File: config.mk
export PLATFORM = sky130hd
export DESIGN_NAME = gcd_dispatch
export DESIGN_NICKNAME = d
export VERILOG_FILES = /design/src/rtl/gcd_dispatch.sv
export SDC_FILE = /design/constraint.sdc
export NUM_CORES = 1
export LEC_CHECK = 0
export ABC_CLOCK_PERIOD_IN_PS = 5130
export CAP_MARGIN = 30
export CORE_ASPECT_RATIO = 1.5
export CORE_UTILIZATION = 40
export CTS_BUF_LIST = sky130_fd_sc_hd__clkbuf_8
export DETAILED_ROUTE_END_ITERATION = 12
export GPL_TIMING_DRIVEN = 0
export MAX_ROUTING_LAYER = met4
export SKIP_CTS_REPAIR_TIMING = 1
export SLEW_MARGIN = 40
export SYNTH_ARGS = -nofsm -noshare
export SYNTH_HDL_FRONTEND = slang
export SYNTH_SLANG_ARGS = --single-unit
File: constraint.sdc
create_clock -name clk -period 5.13 [get_ports clk]
set_input_delay 1.026 -clock clk [delete_from_list [all_inputs] [get_ports clk]]
set_output_delay 1.026 -clock clk [all_outputs]
set_load 0.05 [all_outputs]
File: src/rtl/gcd_dispatch.sv
// gcd_dispatch
//   Feeds operand pairs to a gcd core one at a time and returns each result
//   in arrival order.
//   - Incoming pairs are buffered in a small FIFO.
//   - A one-cycle gcd_enable launches the core.
//   - gcd_a/gcd_b stay stable until the core answers.
//   - Each result is presented together with its operands.
//
// Ports
//   clk, reset             single rising-edge clock, synchronous active-high reset
//   in_valid/in_ready      operand stream handshake (in_ready = FIFO not full)
//   in_a, in_b             operand pair
//   gcd_enable             one-cycle launch pulse to the core
//   gcd_a, gcd_b           operands to the core, held from launch until gcd_valid
//   gcd_valid, gcd_y       core result
//   out_valid/out_ready    result stream handshake
//   out_a, out_b, out_y    returned operands and their gcd
//   fifo_count             pairs currently queued
//   busy                   FSM not idle or FIFO not empty
//
// Optional feature
//   GCD_DISPATCH_ZERO_BYPASS_EN
//     When defined, a head pair with a zero operand is answered directly
//     (out_y = a | b) without launching the core.
module gcd_dispatch #(
  parameter int DATA_WIDTH = 9,
  parameter int FIFO_DEPTH = 4,
  localparam int FIFO_AW = $clog2(FIFO_DEPTH)
) (
  input  logic                  clk,
  input  logic                  reset,
  input  logic                  in_valid,
  output logic                  in_ready,
  input  logic [DATA_WIDTH-1:0] in_a,
  input  logic [DATA_WIDTH-1:0] in_b,
  output logic                  gcd_enable,
  output logic [DATA_WIDTH-1:0] gcd_a,
  output logic [DATA_WIDTH-1:0] gcd_b,
  input  logic                  gcd_valid,
  input  logic [DATA_WIDTH-1:0] gcd_y,
  output logic                  out_valid,
  input  logic                  out_ready,
  output logic [DATA_WIDTH-1:0] out_a,
  output logic [DATA_WIDTH-1:0] out_b,
  output logic [DATA_WIDTH-1:0] out_y,
  output logic [FIFO_AW:0]      fifo_count,
  output logic                  busy
);

  localparam logic [2:0] S_IDLE   = 3'd0;
  localparam logic [2:0] S_LAUNCH = 3'd1;
  localparam logic [2:0] S_ARM    = 3'd2;
  localparam logic [2:0] S_WAIT   = 3'd3;
  localparam logic [2:0] S_DONE   = 3'd4;

  localparam logic [FIFO_AW-1:0] PTR_ONE  = (FIFO_AW)'(1);
  localparam logic [FIFO_AW:0]   CNT_ONE  = (FIFO_AW+1)'(1);
  localparam logic [FIFO_AW:0]   CNT_FULL = (FIFO_AW+1)'(FIFO_DEPTH);

  logic [DATA_WIDTH-1:0] mem_a_q [FIFO_DEPTH];
  logic [DATA_WIDTH-1:0] mem_b_q [FIFO_DEPTH];
  logic [FIFO_AW-1:0]    wr_ptr_q, rd_ptr_q;
  logic [FIFO_AW:0]      count_q, count_d;
  logic                  full_q, empty_q;
  logic [2:0]            state_q, state_d;
  logic [DATA_WIDTH-1:0] gcd_a_q, gcd_b_q;
  logic [DATA_WIDTH-1:0] out_a_q, out_b_q, out_y_q;
  logic                  out_valid_q;

  logic                  push, pop, bypass;
  logic [DATA_WIDTH-1:0] head_a, head_b;

  assign head_a = mem_a_q[rd_ptr_q];
  assign head_b = mem_b_q[rd_ptr_q];

  // full/empty are registered, so a pair pushed this cycle is seen next cycle.
  assign push = in_valid && !full_q;
  assign pop  = (state_q == S_IDLE) && !empty_q;

`ifdef GCD_DISPATCH_ZERO_BYPASS_EN
  assign bypass = pop && ((head_a == '0) || (head_b == '0));
`else
  assign bypass = 1'b0;
`endif

  always_comb begin
    count_d = count_q;
    if (push && !pop) begin
      count_d = count_q + CNT_ONE;
    end else if (pop && !push) begin
      count_d = count_q - CNT_ONE;
    end
  end

  always_comb begin
    state_d = state_q;
    case (state_q)
      S_IDLE:   if (pop) state_d = bypass ? S_DONE : S_LAUNCH;
      S_LAUNCH: state_d = S_ARM;
      // ARM lets the core drop a result left over from the previous launch.
      S_ARM:    state_d = S_WAIT;
      S_WAIT:   if (gcd_valid) state_d = S_DONE;
      S_DONE:   if (out_ready) state_d = S_IDLE;
      default:  state_d = S_IDLE;
    endcase
  end

  // FIFO storage: written only on accepted pushes, contents need no reset.
  always_ff @(posedge clk) begin
    if (push) begin
      mem_a_q[wr_ptr_q] <= in_a;
      mem_b_q[wr_ptr_q] <= in_b;
    end
  end

  always_ff @(posedge clk) begin
    if (reset) begin
      wr_ptr_q    <= '0;
      rd_ptr_q    <= '0;
      count_q     <= '0;
      full_q      <= 1'b0;
      empty_q     <= 1'b1;
      state_q     <= S_IDLE;
      gcd_a_q     <= '0;
      gcd_b_q     <= '0;
      out_a_q     <= '0;
      out_b_q     <= '0;
      out_y_q     <= '0;
      out_valid_q <= 1'b0;
    end else begin
      if (push) wr_ptr_q <= wr_ptr_q + PTR_ONE;
      if (pop) begin
        rd_ptr_q <= rd_ptr_q + PTR_ONE;
        gcd_a_q  <= head_a;
        gcd_b_q  <= head_b;
      end
      count_q <= count_d;
      full_q  <= (count_d == CNT_FULL);
      empty_q <= (count_d == '0);
      state_q <= state_d;

      if (bypass) begin
        // gcd(0,x) = x and gcd(0,0) = 0, which is exactly a | b here.
        out_a_q     <= head_a;
        out_b_q     <= head_b;
        out_y_q     <= head_a | head_b;
        out_valid_q <= 1'b1;
      end else if ((state_q == S_WAIT) && gcd_valid) begin
        out_a_q     <= gcd_a_q;
        out_b_q     <= gcd_b_q;
        out_y_q     <= gcd_y;
        out_valid_q <= 1'b1;
      end else if ((state_q == S_DONE) && out_ready) begin
        out_valid_q <= 1'b0;
      end
    end
  end

  assign in_ready   = !full_q;
  assign gcd_enable = (state_q == S_LAUNCH);
  assign gcd_a      = gcd_a_q;
  assign gcd_b      = gcd_b_q;
  assign out_valid  = out_valid_q;
  assign out_a      = out_a_q;
  assign out_b      = out_b_q;
  assign out_y      = out_y_q;
  assign fifo_count = count_q;
  assign busy       = (state_q != S_IDLE) || !empty_q;

endmodule

==> Implementation_results.wiki, run 1 <==
{| class="wikitable"
! Metric !! Value
|-
| Area growth, synth to finish || 29.0%
|-
| Latest clock arrival within the worst-skew pair || 430 ps
|-
| Net switching power || 978 uW
|-
| Number of global-route vias before repair || 3,141
|-
| Inserted Clock Buffers || 17
|-
| Dpl hpwl || 6850 um
|-
| Worst Path Max Fanout || 9
|-
| Floorplan die height || 137 um
|-
| Standard-cell row count || 48
|-
| Number of endpoints with negative hold slack in the final report || 0
|-
| Top-Level Pins || 84
|-
| Clock slew at reported path FFs || 70 ps
|-
| Sw Share || 32.8%
|-
| Count of nets left with antenna violations after detail routing || 0
|-
| Cell type contributing the most total cell area after synthesis || sky130_fd_sc_hd__edfxtp_1
|-
| Final setup violation count || 0
|-
| Die area || 12,600 um2
|-
| Clk pwr share || 28.0%
|-
| Worst min-delay path class || register to register
|-
| Cell Count Post-Placement || 613
|-
| DIE WIDTH || 92.0 um
|-
| Endpoint class of the critical path || output pin
|-
| CTS tree || yes
|-
| First-pass iteration count of the detailed router || 4
|-
| Sequential cell fraction of total power || 43.3%
|-
| Total of buffers placed on input and output ports || 83
|-
| Antenna diodes || 0
|-
| Vias per Instance || 4.89
|-
| Worst path required time || 4100 ps
|-
| Peak VDD IR || 0.194 mV
|-
| Number of sinks driven by the clock tree || 130
|-
| Non-filler instance count after layout || 645
|-
| Transition time at the pin with the least slew margin || 588 ps
|-
| Status || finished clean
|-
| Synthesis warning total || 0
|-
| Number of library cell types mapped by synthesis || 32
|-
| Reg2Reg Launch Point || full_q
|-
| Final count of pins violating max slew || 0
|-
| Worst slew margin relative to its limit || 60.8%
|-
| Cell count after synthesis || 380
|-
| Mapped Nets || 418
|-
| Main area contributors after synthesis || sky130_fd_sc_hd__edfxtp_1, sky130_fd_sc_hd__dfxtp_1, sky130_fd_sc_hd__mux4_2, sky130_fd_sc_hd__nand2_1, sky130_fd_sc_hd__a21oi_1
|-
| Core occupancy in the finished layout || 53.8%
|-
| Power density over cell area || 477 nW/um2
|-
| Detailed Route WL || 9770 um
|-
| Library cell with the highest instance count after synthesis || sky130_fd_sc_hd__nand2_1
|-
| Largest net degree at the start of global routing || 19
|-
| Post-layout nets || 520
|-
| Max Freq || 332 MHz
|-
| Initial cell density of the core || 41.7%
|-
| Count of flip-flops with a built-in enable after synthesis || 72
|-
| Total power || 2990 uW
|-
| Capture point of the worst reg-to-reg path || mem_b_q[1][3]
|-
| Final non-filler cell area || 6260 um2
|-
| Total global routing track utilization || 17.0%
|-
| Post-route minimum period || 3010 ps
|-
| Startpoint kind of the worst setup timing path || register
|-
| Leakage Power || 0.00209 uW
|-
| Int Pwr || 2010 uW
|-
| Dpl cell area || 5880 um2
|-
| Synthesized-area fraction occupied by ao, oa, aoi and oai cells || 6.44%
|-
| Detailed-route wire length per cell || 15.1 um
|-
| Comb pwr share || 28.7%
|-
| Proportion of synthesized area in mux cells || 8.35%
|-
| Largest clock skew in the final design || 7.92 ps
|-
| Detailed-route via count || 3,154
|-
| Post-Synthesis Mean Instance Area || 12.8 um2
|-
| Sum of overflow across all layers after global routing || 0
|-
| Register area share after synthesis || 68.4%
|-
| Number of antenna violations at the first check in global routing || 0
|-
| Setup TNS || 0 ps
|-
| Area share of and/or/nand/nor cells after synthesis || 11.9%
|-
| Period utilization || 58.7%
|-
| Depth of the most critical reg-to-reg path || 3
|-
| Arrival time of data at the critical path endpoint || 1990 ps
|-
| Total core area || 11,700 um2
|-
| Worst hold start || out_y[4]
|-
| Hold Path Sink || out_y[4]
|-
| Flops & latches, synth || 130
|-
| Largest family of logic cells by synthesized area || simple AND/OR/NAND/NOR gates
|-
| Proportion of layout cells with a drive suffix above 1 || 12.5%
|-
| DRT iter0 DRCs || 107
|-
| Total standard cell area after synthesis || 4860 um2
|-
| Leading register cell type out of synthesis || sky130_fd_sc_hd__edfxtp_1
|-
| Xor and xnor fraction of the mapped netlist area || 0.721%
|-
| Async set-or-reset flop fraction in the synthesized netlist || 0%
|-
| Cell depth of the worst hold path || 2
|-
| Clock tree root driver cell || sky130_fd_sc_hd__clkbuf_8
|-
| Max-cap violation count || 0
|-
| Final weighted congestion of routability-driven global placement || 0.727
|-
| Area share of the largest cell type after synthesis || 44.5%
|-
| Adder-Cell Fraction of Synth Area || 1.55%
|-
| Maximum level of the CTS H-tree || 4
|-
| Most instantiated cells after synthesis || sky130_fd_sc_hd__nand2_1, sky130_fd_sc_hd__edfxtp_1, sky130_fd_sc_hd__dfxtp_1, sky130_fd_sc_hd__a21oi_1, sky130_fd_sc_hd__mux4_2
|-
| RSZ-0062 raised after global routing || false
|-
| Number of buffers between clock root and the deepest sink || 2
|-
| First-pass GRT wire length || 15,600 um
|-
| Remaining routing DRC violations || 0
|-
| Register-to-register setup slack || 3270 ps
|-
| Path type of the worst setup path || register to output pin
|}
[worst max-delay path by stage]
stage	cells past startpoint	endpoint	startpoint
final	4	gcd_enable	state_q[2]
after global routing	4	gcd_enable	state_q[2]
after CTS	4	gcd_enable	state_q[2]
after detailed placement	4	mem_b_q[1][4]	in_valid
after global placement	4	mem_b_q[3][5]	in_valid
after floorplan	3	mem_a_q[0][0]	in_valid
[flip-flops by register name (all words and copies together) (netlist names)]
register    cells
empty_q         1
fifo_count      3
full_q          1
gcd_a           9
gcd_b           9
mem_a_q        36
mem_b_q        36
out_a           9
out_b           9
out_valid       1
out_y           9
rd_ptr_q        2
state_q         3
wr_ptr_q        2
[cells by family after synthesis]
group | Yosys count
AOI/OAI and AO/OA | 58
xor gates and xnor gates | 4
adders and majority gates | 6
buffers and inverters | 30
DFF | 130
muxes | 18
and+or+nand+nor | 134
[critical path, stage by stage, from the launching register on]
cell and delay (ps):
sky130_fd_sc_hd__dfxtp_1 290, sky130_fd_sc_hd__buf_2 160, sky130_fd_sc_hd__nand2b_1 180, sky130_fd_sc_hd__nor2_1 110, sky130_fd_sc_hd__clkdlybuf4s50_1 810
[cell type report]
class                           instances  area (um2)
Sequential cell                       130        3320
Clock inverter                         15         150
Buffer                                 22        95.1
Fill cell                            1038        5390
Multi-Input combinational cell        220        1410
Inverter                                8        30.0
Timing Repair Buffer                   83         831
Clock buffer                           17         234
Tap cell                              150         188
[power groups by stage]
stage | combinational [uW] | sequential (uW) | clock [uW]
6_report | 858 | 1290 | 835
2_1_floorplan | 422 | 1490 | 0
3_5_place_dp | 870 | 1320 | 0
4_1_cts | 872 | 1290 | 856
3_3_place_gp | 859 | 1310 | 0
5_1_grt | 922 | 1310 | 897
[layout by cell type, fill, tap and decap left out, drive strengths merged, types with 2 or more instances in the layout]
| cell | count |
|---|---|
| clkdlybuf4s50 | 83 |
| and2 | 4 |
| mux4 | 18 |
| inv | 10 |
| nor2 | 11 |
| xnor2 | 3 |
| a21oi | 52 |
| a211oi | 2 |
| bufinv | 3 |
| ha | 6 |
| nand2b | 2 |
| buf | 14 |
| clkinv | 7 |
| nand3 | 3 |
| dfxtp | 58 |
| clkbuf | 25 |
| edfxtp | 72 |
| nand2 | 100 |
| nand3b | 2 |
| nor4 | 3 |
| nor3 | 3 |
| clkinvlp | 3 |
[per-layer routing]
layer	vias to the layer above	wire length [um]	global-route usage [%]
li1	1547	-	-
met1	1508	4030	18.2
met2	86	5140	29.5
met3	13	430	4.17
met4	0	166	8.16
met5	-	0	-
[through the flow]
step / hold WS (ps) / setup WS (ps)
floorplan: 466 / 2710
global placement: 443 / 1740
detailed placement: 447 / 2010
CTS: 457 / 2090
global route: 478 / 1990
finish: 457 / 2120
Note: power is estimated with default switching activity, not from simulation.
==> run 2: changes to the inputs <==
- ABC_CLOCK_PERIOD_IN_PS: 5130 -> 2900
- clock period: 5.13 -> 2.9 ns (I/O delays scaled with it)
==> results of run 2 <==
Same layout as run 1 (identical final DEF). Status: finished clean.
Main changes from that run: setup slack after placement 2010 ps -> 231 ps; setup slack after layout 2120 ps -> 335 ps; register-to-register setup slack 3270 ps -> 1040 ps; total power 2990 uW -> 5280 uW; worst IR drop on VDD 0.194 mV -> 0.343 mV
